## src/rtl/imem_dmem_arbiter.sv

```systemverilog
// imem_dmem_arbiter
//   Shares one req/rdy/valid memory port between the instruction fetcher
//   (I side) and the load/store unit (D side). One transaction in flight at a
//   time, round-robin on simultaneous requests, per-transaction response
//   timeout that returns an error to the owning side.
//
// Ports
//   clk, rst                     clock (rising edge), synchronous active-high reset
//   i_req, i_addr                fetch request; address held until i_rdy
//   i_rdy                        fetch accepted (combinational, 1-cycle pulse)
//   i_valid, i_rdata, i_err      fetch response (registered); i_err marks timeout
//   d_req, d_addr, d_we, d_wdata data request; payload held until d_rdy
//   d_rdy                        data accepted (combinational, 1-cycle pulse)
//   d_valid, d_rdata, d_err      data response (registered); d_err marks timeout
//   mem_req, mem_addr, mem_we,
//   mem_wdata                    registered request to memory, held until mem_rdy
//   mem_rdy                      memory accepts when mem_req && mem_rdy
//   mem_valid, mem_rdata         memory response (loads and stores alike)

module imem_dmem_arbiter #(
    parameter int unsigned BITS    = 32,
    parameter int unsigned TIMEOUT = 64,
    parameter int unsigned CNT_W   = 7
) (
    input  logic            clk,
    input  logic            rst,

    input  logic            i_req,
    input  logic [BITS-1:0] i_addr,
    output logic            i_rdy,
    output logic            i_valid,
    output logic [BITS-1:0] i_rdata,
    output logic            i_err,

    input  logic            d_req,
    input  logic [BITS-1:0] d_addr,
    input  logic            d_we,
    input  logic [BITS-1:0] d_wdata,
    output logic            d_rdy,
    output logic            d_valid,
    output logic [BITS-1:0] d_rdata,
    output logic            d_err,

    output logic            mem_req,
    output logic [BITS-1:0] mem_addr,
    output logic            mem_we,
    output logic [BITS-1:0] mem_wdata,
    input  logic            mem_rdy,
    input  logic            mem_valid,
    input  logic [BITS-1:0] mem_rdata
);

    typedef enum logic [1:0] {
        IDLE  = 2'd0,
        ISSUE = 2'd1,
        WAIT  = 2'd2,
        DRAIN = 2'd3
    } state_e;

    localparam logic SIDE_I = 1'b0;
    localparam logic SIDE_D = 1'b1;

    // Timeout fires on the last permitted WAIT cycle; TIMEOUT == 0 disables it.
    localparam logic             TO_EN   = (TIMEOUT != 0);
    localparam logic [CNT_W-1:0] TO_LAST = CNT_W'(TIMEOUT - 1);

    state_e           state_q;
    logic             owner_q;
    logic             last_grant_q;
    logic [CNT_W-1:0] cnt_q;

    logic             mem_req_q;
    logic [BITS-1:0]  mem_addr_q;
    logic             mem_we_q;
    logic [BITS-1:0]  mem_wdata_q;

    logic             i_valid_q;
    logic             i_err_q;
    logic [BITS-1:0]  i_rdata_q;
    logic             d_valid_q;
    logic             d_err_q;
    logic [BITS-1:0]  d_rdata_q;

    logic             grant_i_d;
    logic             grant_d_d;
    logic             done_d;
    logic             tout_d;

    // Grant decision: only in IDLE; on a tie the side that did not win last.
    always_comb begin
        grant_i_d = 1'b0;
        grant_d_d = 1'b0;
        if (state_q == IDLE) begin
            if (i_req && d_req) begin
                if (last_grant_q == SIDE_D) begin
                    grant_i_d = 1'b1;
                end else begin
                    grant_d_d = 1'b1;
                end
            end else begin
                grant_i_d = i_req;
                grant_d_d = d_req;
            end
        end
    end

    // Completion / timeout detection for the transaction in flight.
    // A response in ISSUE only counts together with the accept.
    always_comb begin
        done_d = 1'b0;
        tout_d = 1'b0;
        case (state_q)
            ISSUE: begin
                done_d = mem_rdy && mem_valid;
            end
            WAIT: begin
                done_d = mem_valid;
                tout_d = TO_EN && !mem_valid && (cnt_q == TO_LAST);
            end
            default: begin
                done_d = 1'b0;
                tout_d = 1'b0;
            end
        endcase
    end

    // Transaction FSM with registered memory-side and response outputs.
    always_ff @(posedge clk) begin
        if (rst) begin
            state_q      <= IDLE;
            owner_q      <= SIDE_I;
            last_grant_q <= SIDE_D;
            cnt_q        <= '0;
            mem_req_q    <= 1'b0;
            mem_addr_q   <= '0;
            mem_we_q     <= 1'b0;
            mem_wdata_q  <= '0;
            i_valid_q    <= 1'b0;
            i_err_q      <= 1'b0;
            i_rdata_q    <= '0;
            d_valid_q    <= 1'b0;
            d_err_q      <= 1'b0;
            d_rdata_q    <= '0;
        end else begin
            i_valid_q <= 1'b0;
            i_err_q   <= 1'b0;
            d_valid_q <= 1'b0;
            d_err_q   <= 1'b0;

            case (state_q)
                IDLE: begin
                    if (grant_d_d) begin
                        owner_q      <= SIDE_D;
                        last_grant_q <= SIDE_D;
                        mem_req_q    <= 1'b1;
                        mem_addr_q   <= d_addr;
                        mem_we_q     <= d_we;
                        mem_wdata_q  <= d_wdata;
                        state_q      <= ISSUE;
                    end else if (grant_i_d) begin
                        owner_q      <= SIDE_I;
                        last_grant_q <= SIDE_I;
                        mem_req_q    <= 1'b1;
                        mem_addr_q   <= i_addr;
                        mem_we_q     <= 1'b0;
                        mem_wdata_q  <= '0;
                        state_q      <= ISSUE;
                    end
                end
                ISSUE: begin
                    if (mem_rdy) begin
                        mem_req_q <= 1'b0;
                        cnt_q     <= '0;
                        state_q   <= done_d ? IDLE : WAIT;
                    end
                end
                WAIT: begin
                    if (done_d) begin
                        state_q <= IDLE;
                    end else if (tout_d) begin
                        state_q <= DRAIN;
                    end else begin
                        cnt_q <= cnt_q + CNT_W'(1);
                    end
                end
                DRAIN: begin
                    // The late response is swallowed here.
                    if (mem_valid) begin
                        state_q <= IDLE;
                    end
                end
                default: begin
                    state_q <= IDLE;
                end
            endcase

            // Response to the owner; a timeout returns zero data with err set.
            if (done_d || tout_d) begin
                if (owner_q == SIDE_D) begin
                    d_valid_q <= 1'b1;
                    d_err_q   <= tout_d;
                    d_rdata_q <= tout_d ? '0 : mem_rdata;
                end else begin
                    i_valid_q <= 1'b1;
                    i_err_q   <= tout_d;
                    i_rdata_q <= tout_d ? '0 : mem_rdata;
                end
            end
        end
    end

    assign i_rdy     = grant_i_d;
    assign d_rdy     = grant_d_d;

    assign i_valid   = i_valid_q;
    assign i_err     = i_err_q;
    assign i_rdata   = i_rdata_q;
    assign d_valid   = d_valid_q;
    assign d_err     = d_err_q;
    assign d_rdata   = d_rdata_q;

    assign mem_req   = mem_req_q;
    assign mem_addr  = mem_addr_q;
    assign mem_we    = mem_we_q;
    assign mem_wdata = mem_wdata_q;

endmodule

```

## config.mk

```make
export PLATFORM = sky130hd
export DESIGN_NAME = imem_dmem_arbiter
export DESIGN_NICKNAME = d
export VERILOG_FILES = /design/src/rtl/imem_dmem_arbiter.sv
export SDC_FILE = /design/constraint.sdc
export NUM_CORES = 1
export LEC_CHECK = 0
export CORE_MARGIN = 5
export CORE_UTILIZATION = 44
export CTS_CLUSTER_SIZE = 24
export DETAILED_ROUTE_END_ITERATION = 8
export GPL_TIMING_DRIVEN = 0
export PLACE_DENSITY = 0.85
export SLEW_MARGIN = 20
export SYNTH_ARGS = -nofsm -noshare
export SYNTH_HDL_FRONTEND = slang
export SYNTH_SLANG_ARGS = --single-unit
```

## constraint.sdc

```tcl
create_clock -name clk -period 4.2 [get_ports clk]
set_input_delay 0.42 -clock clk [delete_from_list [all_inputs] [get_ports clk]]
set_output_delay 0.42 -clock clk [all_outputs]
set_load 0.01 [all_outputs]
```

---- Yosys cells after proc, flatten, opt, wreduce, memory -nomap -nowiden ----
Index checks and enable logic that the tools add are counted.
storage, ports and cells
  bits in registers ....................... 145
  bits of input ports ..................... 135
  output and inout port bits .............. 136
  word-level logic and storage cells ...... 79
operators by class
  add/sub/neg operators ................... 1
  equality and inequality tests ........... 10
  multiplexer cells ....................... 34
  bitwise gates (word level) .............. 2
  reductions and logical operators ........ 18
operator list
  cell                   count
  $mux W32               5
  $mux W7                3
  $mux W1                15
  $mux W2                7
  $pmux W7 S2            1
  $ne A2 B2 Y1 const B   4
  $pmux W2 S4            1
  $reduce_and A4 Y1      2
  $add A7 B1 Y7 const B  1
  $eq A7 B6 Y1 const B   1
  $ne A3 B3 Y1 const B   2
  $reduce_and A2 Y1      3
  $reduce_bool A2 Y1     3
  $reduce_or A3 Y1       2
  $eq A2 B2 Y1 const B   2
  $pmux W1 S2            2
  $logic_and A1 B1 Y1    3
  $reduce_and A3 Y1      1
  $eq A2 B1 Y1 const B   1
  $logic_not A2 Y1       1
  $not A1 Y1             2
  $reduce_or A2 Y1       1
  $logic_not A1 Y1       1
  $logic_or A1 B1 Y1     1

---- Longest topological paths before layout ----
Gate-level depths: netlist of the first run.
  depth in word-level cells ............... 6
  mapped depth ............................ 8
  depth with buffers taken out ............ 6

---- Worst setup path before layout of the first run ----
Ideal clock, no wire load.
  path kind ............................... register -> register
  start ................................... register state_q[0]
  end ..................................... register cnt_q[4]
  library setup time ...................... 0.059 ns
  arrival ................................. 1.814 ns
  data required time ...................... 4.141 ns
  slack ................................... 2.327 ns
  cell stages (with the launch flop) ...... 7
  buffers on the path ..................... 0
  period minus slack after synthesis ...... 1.873 ns
  path through ............................ dfxtp_1 -> inv_1 -> ha_1 -> and3_1 -> a311o_4 -> or4_1 -> nand2_1
on the way
  word-level cells in the longest chain between the ends .. 4
  elaborated cells between the ends (all ways) .. 10
  those cells by class .................... eq/ne (5); mux (3); reduce/logical (2)
ends and longest elaborated chain
  element                                       line      text
  from (decl)                                   67        state_e state_q;
  from (signal assigned)                        174       state_q <= done_d ? IDLE : WAIT;
  $eq A2 B2 Y1 or $eq A2 B1 Y1 (tied branches)  112, 150
  $pmux W1 S2 or $mux W1 (tied branches)        112       case (state_q)
  $ne A2 B2 Y1 (no source line)                 n/a
  $reduce_and A4 Y1 (no source line)            n/a
  to (signal assigned)                          183       cnt_q <= cnt_q + CNT_W'(1);
  to (decl)                                     70        logic [CNT_W-1:0] cnt_q;
Several ways; a longest one is shown, not always the timed one.
A chain may end at the register's enable or synchronous reset.

---- Worst setup path in the final report of the first run ----
  start ................................... register state_q[0]
  end ..................................... output port i_rdy
on the way
  word-level cells in the longest chain between the ends .. 2
ends and longest elaborated chain
  element           line  text
  $logic_not A2 Y1  93    if (state_q == IDLE) begin
  $mux W1           93
  to (decl)         30    output logic i_rdy,
Every way passes these cells.

==> results of run 1 <==
==> report_power, final <==
group          switching (mW)  internal (mW)
Combinational           0.436          0.453
Clock                   0.571          0.914
Sequential             0.0681           1.48
Total                    1.07           2.85
==> final cells by class <==
class	instances	area (sq um)
inverter	6	22.5
fill	910	3470
timing repair buffer	270	2700
sequential	145	2900
clock buffer	21	470
multi-input combinational	370	2610
clock inverter	11	111
tap	172	215
buffer	49	220
==> cells by family (layout without fill, tap and decap cells) <==
kind of cell               after synthesis  after routing  synth area share, %
and+or+nand+nor                        201            201                 19.1
DFF                                    145            145                 50.5
AOI/OAI and AO/OA                       99             99                 13.8
muxes                                   65             65                 11.3
buffers and inverters                   55            357                 4.22
adders and majority gates                5              5                 1.09
==> through the flow <==
step	util, %	cell area (sq um)	std cells
global route	72.7	9250	1044
detailed placement	68.1	8670	1012
CTS	72.7	9250	1044
global placement	68.1	8670	1012
finish	72.7	9250	1044
floorplan	-	5750	570
==> placed cells by master (no fill, tap or decap), types with 2 or more instances in the layout <==
| cell | n |
|---|---|
| buf_2 | 5 |
| a31oi_1 | 2 |
| clkbuf_8 | 3 |
| inv_1 | 6 |
| clkinv_2 | 7 |
| nor2_1 | 73 |
| nand3_1 | 3 |
| clkdlybuf4s50_1 | 270 |
| a211o_1 | 2 |
| nand3b_1 | 32 |
| buf_1 | 4 |
| clkbuf_16 | 17 |
| a21oi_1 | 11 |
| or4_1 | 2 |
| nand4_1 | 3 |
| a221oi_1 | 2 |
| buf_4 | 6 |
| and3_1 | 3 |
| a222oi_1 | 32 |
| a22oi_1 | 33 |
| mux2i_1 | 65 |
| nor3_1 | 4 |
| nand2_1 | 8 |
| o21bai_1 | 2 |
| clkbuf_1 | 34 |
| o211ai_1 | 2 |
| ha_1 | 5 |
| bufinv_16 | 2 |
| or3_1 | 5 |
| o21ai_0 | 8 |
| nand2b_1 | 66 |
| dfxtp_1 | 145 |
==> registers in the layout, indices dropped and copies added, names as in the netlist <==
| register | cells |
|---|---|
| mem_addr | 32 |
| mem_wdata | 32 |
| mem_req | 1 |
| owner_q | 1 |
| cnt_q | 7 |
| i_rdata | 32 |
| d_rdata | 32 |
| last_grant_q | 1 |
| d_err | 1 |
| i_err | 1 |
| state_q | 2 |
| mem_we | 1 |
| i_valid | 1 |
| d_valid | 1 |
==> layer usage <==
metal,GRT usage (%),up-vias
met5,0,-
met4,11.6,0
met1,27.2,2757
met3,10.1,41
li1,-,2649
met2,46.0,295
==> critical path, delay by kind of cell, from the launching register on <==
family                   cells  cell delay [ps]
buffers and inverters        3             1260
AO/OA/AOI/OAI                1              420
flip-flops                   1              330
adder cells (fa/ha/maj)      1              300
AND/OR/NAND/NOR              1              110
==> final timing paths <==
check	to	slack, ps	cells past startpoint
max reg2reg	mem_addr[22]	2030	7
max	i_rdy	940	6
min	d_rdata[28]	480	2
min reg2reg	d_rdata[28]	480	2
==> out/qor.csv, run 1 <==
stage,metric,value,unit
timing,final worst setup slack,942,ps
cells_and_area,Final #Nets,999,
clocking,clk slew on worst S/H paths,60,ps
yosys,Post-Syn Nets,710,
run,number of max-cap violations,0,
timing,hold_ws,475,ps
cells_and_area,n_diodes,0,
yosys,Post-synth EDFFs,0,
cells_and_area,share of cells above drive strength 1,5.28,%
timing,Tcrit/Tclk final,77.6,%
clocking,CTS buffer count,17,
outcome,status,completed,
die,Die Area,15500,sq um
detailed_routing,DRC viols,0,
global_route,first-pass GRT wire length,32100,um
detailed_routing,WL met2,10600,um
yosys,"Seq/Total Area, Yosys",50.5,%
cells_and_area,synthesis-to-finish area growth,60.9,%
worst_setup_path,CP arrival,2840,ps
yosys,Post-Syn Instances,570,
clocking,Root Driver,clkbuf_16,
worst_hold_path,Hold Path Origin,d_rdata[28],
detailed_routing,Detail Route Antenna Nets,0,
detailed_routing,via-per-instance ratio,5.50,
placed_design,post-placement worst setup slack,1210,ps
clocking,CTS Hold Buffers Added,0,
pwr,power consumption,3.92,mW
timing,Post-Route Skew,5.27,ps
timing,final setup vio count,0,
worst_setup_path,max incr delay on CP,680,ps
detailed_routing,Routed WL,20700,um
die,Chip Width,124,um
yosys,Yosys top cell area share,50.5,%
yosys,Synth top cells by count,"dfxtp_1, nor2_1, nand2b_1",
worst_setup_path,Required @ worst endpoint,3780,ps
timing,RSZ-0062 raised after global routing,false,
detailed_routing,wire length on met3,1960,um
detailed_routing,WL/cell,19.9,um
yosys,leading area contributor after synthesis,dfxtp_1,
die,I/O Pins,271,
worst_setup_path,crit path max fanout,10,
worst_setup_path,Reg-to-Reg Start,state_q[0],
clocking,CTS max path bufs,2,
global_route,largest net degree at the start of global routing,17,
die,floorplan row count,41,
detailed_routing,DRT Pass-1 Iters,8,
die,Die H,124,um
yosys,Post-Syn Area,5750,sq um
worst_setup_path,CP Capture Type,primary output,
global_route,antenna violations before repair,0,
worst_setup_path,WS Path Type,reg -> out,
global_route,number of global-route vias before repair,6008,
worst_setup_path,worst-path cell chain,inv_1 -> ha_1 -> nand2_1 -> a21oi_1 -> clkbuf_1 -> clkdlybuf4s50_1,
yosys,dominant cells by area after synthesis,"dfxtp_1, mux2i_1, nand2b_1",
timing,Slew @ Worst Pin,531,ps
placed_design,HPWL after DPL,15900,um
yosys,most frequent cell after synthesis,dfxtp_1,
clocking,TritonCTS clock tree,done,
yosys,ys async rst share,0,%
timing,max_slew headroom,64.6,%
detailed_routing,highest routed layer,met4,
timing,Fin. Hold Viols,0,
detailed_routing,vias,5742,
worst_setup_path,CP max stage cell,clkdlybuf4s50_1,
worst_hold_path,Hold/Removal Path Class,reg -> reg,
global_route,GR Overflow Total,0,
worst_setup_path,Critical path origin,state_q[0],
clocking,H-tree depth,4,
placed_design,RePlAce Congestion,0.873,
clocking,Worst-Skew Late Latency,420,ps
pwr,Leakage,3.77,nW
clocking,number of sinks on the clock net,145,
placed_design,IO Port Bufs,270,
timing,Final Slew Violations,0,
clocking,post-CTS setup buffers,0,
pwr,Worst VDD drop,361,uV
timing,fin crit period,3260,ps
yosys,YS warnings,0,
die,Starting Density,45.2,%
pwr,cell area power density,424,nW/um^2
global_route,GRT Total Usage,26.0,%
yosys,Cell variety after synth,35,
die,Core Region,12700,sq um
detailed_routing,M1 wire length,7480,um
clocking,Resize count post-CTS,0,
yosys,#FFs+latches synth,145,
worst_setup_path,Setup crit start kind,register,
yosys,Main synth FF type,dfxtp_1,
detailed_routing,Iter 0 DRT Violations,464,
yosys,Syn Area/Cell,10.1,sq um
timing,fmax,0.307,GHz
timing,setup TNS,0,ps
Note: power is estimated with default switching activity, not from simulation.
==> inputs of run 2 (changes only) <==
--- a/config.mk
+++ b/config.mk
@@ -6,11 +6,11 @@
 export NUM_CORES = 1
 export LEC_CHECK = 0
 export CORE_MARGIN = 5
-export CORE_UTILIZATION = 44
+export CORE_UTILIZATION = 41
 export CTS_CLUSTER_SIZE = 24
 export DETAILED_ROUTE_END_ITERATION = 8
 export GPL_TIMING_DRIVEN = 0
-export PLACE_DENSITY = 0.85
+export PLACE_DENSITY = 0.8
 export SLEW_MARGIN = 20
 export SYNTH_ARGS = -nofsm -noshare
 export SYNTH_HDL_FRONTEND = slang
==> constraint.sdc (replaced) <==
create_clock -name clk -period 3.05 [get_ports clk]
set_input_delay 0.305 -clock clk [delete_from_list [all_inputs] [get_ports clk]]
set_output_delay 0.305 -clock clk [all_outputs]
set_load 0.01 [all_outputs]
==> run 2 against run 1 <==
Net effect:
- cell count grew 0.77%
- power grew 37%
- via count shrank 2.6%
- highest routed layer unchanged
==> out/qor.csv, run 2 (synthesized netlist as in run 1, its figures left out) <==
stage,metric,value,unit,change
clocking,Root Driver,clkbuf_16,,
die,Chip Width,128,um,+3.3%
placed_design,RePlAce Congestion,0.898,,+2.9%
pwr,Internal Pwr Total,3.91,mW,+37%
worst_setup_path,Setup crit start kind,register,,
clocking,clk slew on worst S/H paths,60,ps,about the same
timing,Post-Route Skew,10.6,ps,+5.35 ps
detailed_routing,WL/cell,18.8,um,-5.6%
clocking,CTS Hold Buffers Added,0,,unchanged
detailed_routing,via-per-instance ratio,5.31,,-3.4%
global_route,first-pass GRT wire length,30200,um,-5.9%
cells_and_area,Finished Cell Area,9260,sq um,+0.11%
placed_design,Placed Area,8680,sq um,+0.12%
worst_setup_path,Crit path max-delay family,buffers and inverters,,
global_route,largest net degree at the start of global routing,17,,unchanged
clocking,CTS max path bufs,2,,unchanged
cells_and_area,"commonest non-fill, non-tap cell in the layout",clkdlybuf4s50_1,,
worst_setup_path,CP arrival,2540,ps,-300 ps
worst_setup_path,CP max stage cell,clkdlybuf4s50_1,,
pwr,Clock Power Share,37.9,%,about the same
timing,final setup vio count,0,,unchanged
pwr,Combinational Power Share,22.5,%,-0.2 points
detailed_routing,Detail Route Antenna Nets,0,,unchanged
clocking,H-tree depth,4,,unchanged
timing,setup TNS,0,ps,unchanged
pwr,Seq pwr share,39.5,%,about the same
timing,max_slew headroom,64.3,%,-0.29 points
die,I/O Pins,271,,unchanged
global_route,GRT Total Usage,23.3,%,-2.7 points
clocking,post-CTS setup buffers,0,,unchanged
pwr,switching power,1.47,mW,+37%
global_route,number of global-route vias before repair,5706,,-5.0%
cells_and_area,Final #Nets,999,,unchanged
clocking,CTS buffer count,17,,unchanged
detailed_routing,vias,5590,,-2.6%
pwr,Leakage,3.76,nW,-0.17%
worst_setup_path,CP bufs+invs,4,,+1
worst_setup_path,crit path max fanout,10,,unchanged
detailed_routing,Iter 0 DRT Violations,344,,-26%
timing,fin crit period,2840,ps,
cells_and_area,synthesis-to-finish area growth,61.0,%,
pwr,switch share,27.4,%,-0.042 points
cells_and_area,n_diodes,0,,unchanged
placed_design,HPWL after DPL,15200,um,-4.4%
worst_setup_path,max incr delay on CP,580,ps,-100 ps
timing,RSZ-0062 raised after global routing,false,,
worst_setup_path,WS Path Type,reg -> out,,
die,Die H,128,um,+3.3%
cells_and_area,Layout Utilization,67.0,%,-5.7 points
global_route,GR Overflow Total,0,,unchanged
die,Core Region,13800,sq um,+8.7%
clocking,Resize count post-CTS,1,,+1
run,number of max-cap violations,0,,unchanged
cells_and_area,share of cells above drive strength 1,5.39,%,+0.11 points
worst_setup_path,worst-path cell chain,inv_1 -> ha_2 -> nand2_1 -> a21oi_1 -> buf_2 -> buf_2 -> clkdlybuf4s50_1,,
die,Die Area,16500,sq um,+6.7%
cells_and_area,number of fill cells,1053,,+16%
placed_design,Post-Place Cells,1020,,+0.79%
clocking,TritonCTS clock tree,done,,
worst_hold_path,Hold/Removal Path Class,reg -> reg,,
timing,fmax,0.352,GHz,
detailed_routing,DRC viols,0,,unchanged
die,Starting Density,41.6,%,-3.6 points
timing,Slew @ Worst Pin,536,ps,+4.35 ps
placed_design,IO Port Bufs,270,,unchanged
cells_and_area,FF/Latch Area,2900,sq um,unchanged
pwr,Worst VDD drop,382,uV,+5.6%
clocking,Worst-Skew Late Latency,420,ps,about the same
detailed_routing,Routed WL,19700,um,-4.8%
pwr,cell area power density,581,nW/um^2,+37%
clocking,number of sinks on the clock net,145,,unchanged
global_route,antenna violations before repair,0,,unchanged
timing,Final Slew Violations,0,,unchanged
cells_and_area,most frequent cells in the layout,"clkdlybuf4s50_1, dfxtp_1, nor2_1",,
die,floorplan row count,43,,+4.9%
timing,Fin. Hold Viols,0,,unchanged
pwr,power consumption,5.38,mW,+37%
timing,Tcrit/Tclk final,93.2,%,
worst_setup_path,Required @ worst endpoint,2740,ps,-1040 ps
worst_setup_path,Critical Path Most Common Cell,buf_2,,
cells_and_area,Non-Filler Instances,1052,,+0.77%
outcome,status,completed,,
worst_setup_path,CP Capture Type,primary output,,
cells_and_area,area of the multi-input gates,2610,sq um,+0.24%
detailed_routing,DRT Pass-1 Iters,7,,-1
-- run 2: changes by cell type in the layout (fill, tap and decap cells not counted), sizes merged --
cell    delta
clkbuf     +1
clkinv     -1
-- run 2: final cells by class --
class / instances / area share (%)
tap: 180 / 2.43
clock buffer: 22 / 5.01
inverter: 6 / 0.243
sequential: 145 / 31.3
clock inverter: 10 / 1.19
timing repair buffer: 270 / 29.2
buffer: 49 / 2.39
multi-input combinational: 370 / 28.2
-- run 2: tightest hold or removal path, delay by kind of cell, from the launching register on --
family	cells	cell delay, ps
simple gates	1	60
flops	1	300
mux	1	60
-- run 2: power by group through the flow --
| stage | clock (mW) | sequential, mW | combinational, mW |
|---|---|---|---|
| after floorplan | 0 | 2.21 | 0.533 |
| after global placement | 0 | 2.16 | 1.17 |
| after detailed placement | 0 | 2.16 | 1.20 |
| after CTS | 2.07 | 2.13 | 1.21 |
| after global routing | 2.15 | 2.14 | 1.31 |
| final | 2.04 | 2.13 | 1.21 |
-- run 2: final timing paths --
check         startpoint          end  slack, ps  depth (start not counted)
max           state_q[0]        d_rdy        210                          7
min          d_rdata[30]  d_rdata[30]        470                          2
max reg2reg   state_q[0]  d_rdata[26]        940                          8
min reg2reg  d_rdata[30]  d_rdata[30]        470                          2
-- run 2: stage by stage --
step / worst slack [ps] / hold WS [ps]
3_3_place_gp: 357 / 461
6_report: 207 / 474
4_1_cts: 99.5 / 476
5_1_grt: 33.0 / 495
2_1_floorplan: 1180 / 440
3_5_place_dp: 327 / 466
-- run 2: metal layers --
metal | track usage, % | vias to the layer above | wire [um]
li1 | - | 2644 | -
met1 | 26.1 | 2646 | 7640
met2 | 39.7 | 260 | 9690
met3 | 9.26 | 40 | 1880
met4 | 8.80 | 0 | 534
met5 | 0 | - | 0
==> inputs of run 3 (changes only) <==
--- a/config.mk
+++ b/config.mk
@@ -6,11 +6,13 @@
 export NUM_CORES = 1
 export LEC_CHECK = 0
 export CORE_MARGIN = 5
-export CORE_UTILIZATION = 41
+export CORE_UTILIZATION = 42
+export CTS_BUF_LIST = sky130_fd_sc_hd__clkbuf_4 sky130_fd_sc_hd__clkbuf_8
 export CTS_CLUSTER_SIZE = 24
 export DETAILED_ROUTE_END_ITERATION = 8
+export GPL_ROUTABILITY_DRIVEN = 0
 export GPL_TIMING_DRIVEN = 0
-export PLACE_DENSITY = 0.8
+export PLACE_DENSITY = 0.82
 export SLEW_MARGIN = 20
 export SYNTH_ARGS = -nofsm -noshare
 export SYNTH_HDL_FRONTEND = slang
==> run 3 against run 2 <==
Net effect:
- global-route usage rose by 1.2 points
- flip-flop and latch count did not move
- setup slack got worse by 38 ps
- largest cell class unchanged
==> out/qor.csv, run 3 (synthesized netlist as in run 1, its figures left out) <==
stage,metric,value,unit,change
worst_setup_path,WS Path Type,reg -> out,,
cells_and_area,FF/Latch Area,2900,sq um,unchanged
worst_hold_path,Hold Path Origin,mem_rdata[26],,
worst_setup_path,Reg-to-Reg Start,state_q[0],,
die,Starting Density,43.1,%,+1.5 points
global_route,number of global-route vias before repair,5859,,+2.7%
die,Core Region,13300,sq um,-3.5%
worst_setup_path,Critical path origin,state_q[0],,
cells_and_area,"commonest non-fill, non-tap cell in the layout",clkdlybuf4s50_1,,
detailed_routing,DRC viols,0,,unchanged
pwr,cell area power density,543,nW/um^2,-6.5%
cells_and_area,synthesis-to-finish area growth,58.4,%,
global_route,first-pass GRT wire length,31000,um,+2.6%
clocking,TritonCTS clock tree,done,,
global_route,GR Overflow Total,0,,unchanged
die,Die Area,16100,sq um,-2.2%
detailed_routing,Routed WL,20600,um,+4.4%
timing,setup TNS,0,ps,unchanged
detailed_routing,Detail Route Antenna Nets,0,,unchanged
detailed_routing,WL/cell,19.7,um,+4.9%
timing,max_slew headroom,62.5,%,-1.8 points
worst_setup_path,crit path max fanout,10,,unchanged
global_route,largest net degree at the start of global routing,17,,unchanged
worst_setup_path,CP arrival,2580,ps,+40 ps
cells_and_area,most frequent cells in the layout,"clkdlybuf4s50_1, dfxtp_1, nor2_1",,
global_route,GRT Total Usage,24.5,%,+1.2 points
placed_design,Placed Area,8670,sq um,about the same
worst_setup_path,Required @ worst endpoint,2740,ps,about the same
clocking,H-tree depth,4,,unchanged
clocking,number of sinks on the clock net,145,,unchanged
timing,Slew @ Worst Pin,562,ps,+26.7 ps
timing,fin crit period,2880,ps,+37.7 ps
cells_and_area,n_diodes,0,,unchanged
cells_and_area,Finished Cell Area,9110,sq um,-1.6%
placed_design,IO Port Bufs,270,,unchanged
clocking,CTS buffer count,17,,unchanged
cells_and_area,area of the multi-input gates,2610,sq um,about the same
placed_design,HPWL after DPL,16000,um,+5.4%
cells_and_area,share of cells above drive strength 1,5.63,%,+0.24 points
die,I/O Pins,271,,unchanged
timing,Tcrit/Tclk final,94.5,%,+1.2 points
placed_design,post-placement worst setup slack,268,ps,-59.0 ps
timing,Fin. Hold Viols,0,,unchanged
clocking,Root Driver,clkbuf_8,,
timing,final worst setup slack,169,ps,-37.7 ps
timing,final setup vio count,0,,unchanged
timing,RSZ-0062 raised after global routing,false,,
run,number of max-cap violations,0,,unchanged
outcome,status,completed,,
detailed_routing,via-per-instance ratio,5.44,,+2.3%
pwr,Worst VDD drop,523,uV,+37%
clocking,Worst-Skew Late Latency,450,ps,+30 ps
pwr,Leakage,3.69,nW,-2.0%
timing,fmax,0.347,GHz,-1.3%
die,floorplan row count,42,,-2.3%
worst_hold_path,Hold/Removal Path Class,in -> reg,,
cells_and_area,Final #Nets,999,,unchanged
clocking,CTS max path bufs,2,,unchanged
worst_setup_path,CP Capture Type,primary output,,
clocking,post-CTS setup buffers,0,,unchanged
detailed_routing,Iter 0 DRT Violations,432,,+26%
global_route,antenna violations before repair,0,,unchanged
detailed_routing,vias,5694,,+1.9%
die,Die H,127,um,-1.1%
die,Chip Width,127,um,-1.1%
worst_setup_path,Setup crit start kind,register,,
timing,Post-Route Skew,7.79,ps,-2.83 ps
clocking,clk slew on worst S/H paths,80,ps,+20 ps
timing,Final Slew Violations,0,,unchanged
detailed_routing,DRT Pass-1 Iters,5,,-2
pwr,power consumption,4.95,mW,-8.0%
cells_and_area,number of fill cells,1054,,+0.095%
## run 3: changes by cell type in the layout (fill, tap and decap cells not counted), sizes merged
cell      delta
clkbuf       +2
clkinv       -4
clkinvlp     +2
buf          -2
bufinv       +1
## run 3: worst paths after layout
| kind | cells past startpoint | slack, ps | to |
|---|---|---|---|
| max reg2reg | 7 | 800 | d_rdata[8] |
| max | 6 | 170 | i_rdy |
| min reg2reg | 2 | 480 | i_rdata[29] |
| min | 3 | 460 | i_rdata[26] |
## run 3: critical path: stages (launching register included)
cell	delay (ps)
dfxtp_1	340
inv_1	110
ha_1	300
nand2_1	130
a21oi_2	290
clkbuf_2	320
clkdlybuf4s50_1	630
## run 3: per-stage QoR
stage	hold slack, ps	cells	utilization [%]
after detailed placement	468	1016	65.0
after global routing	451	1047	68.2
after global placement	462	1016	65.0
after floorplan	440	570	-
final	464	1047	68.2
after CTS	436	1047	68.1
## run 3: layout make-up
class | instances | share of cell area [%]
Buffer | 49 | 2.49
Clock buffer | 22 | 3.19
Clock inverter | 9 | 1.44
Inverter | 6 | 0.247
Multi-Input combinational cell | 370 | 28.7
Sequential cell | 145 | 31.9
Tap cell | 176 | 2.42
Timing Repair Buffer | 270 | 29.7
## run 3: where the power goes
part           total, mW  switching, mW  internal [mW]
registers           2.13         0.0921           2.03
clock network       1.60          0.711          0.886
logic               1.22          0.595          0.627
total               4.95           1.40           3.55
## run 3: layer usage
metal  track usage [%]  vias up  routed length, um
li1                  -     2641                  -
met1              26.4     2728               7630
met2              42.8      278              10300
met3              8.35       47               1800
met4              12.3        0                855
met5                 0        -                  0
## run 3: timing repair
| item | 4_1_cts | 5_1_grt |
|---|---|---|
| endpoints found under the setup margin | 1 | 2 |
| hold buffers | 0 | 0 |
| cloned | 0 | 0 |
| resized for setup | 1 | 4 |
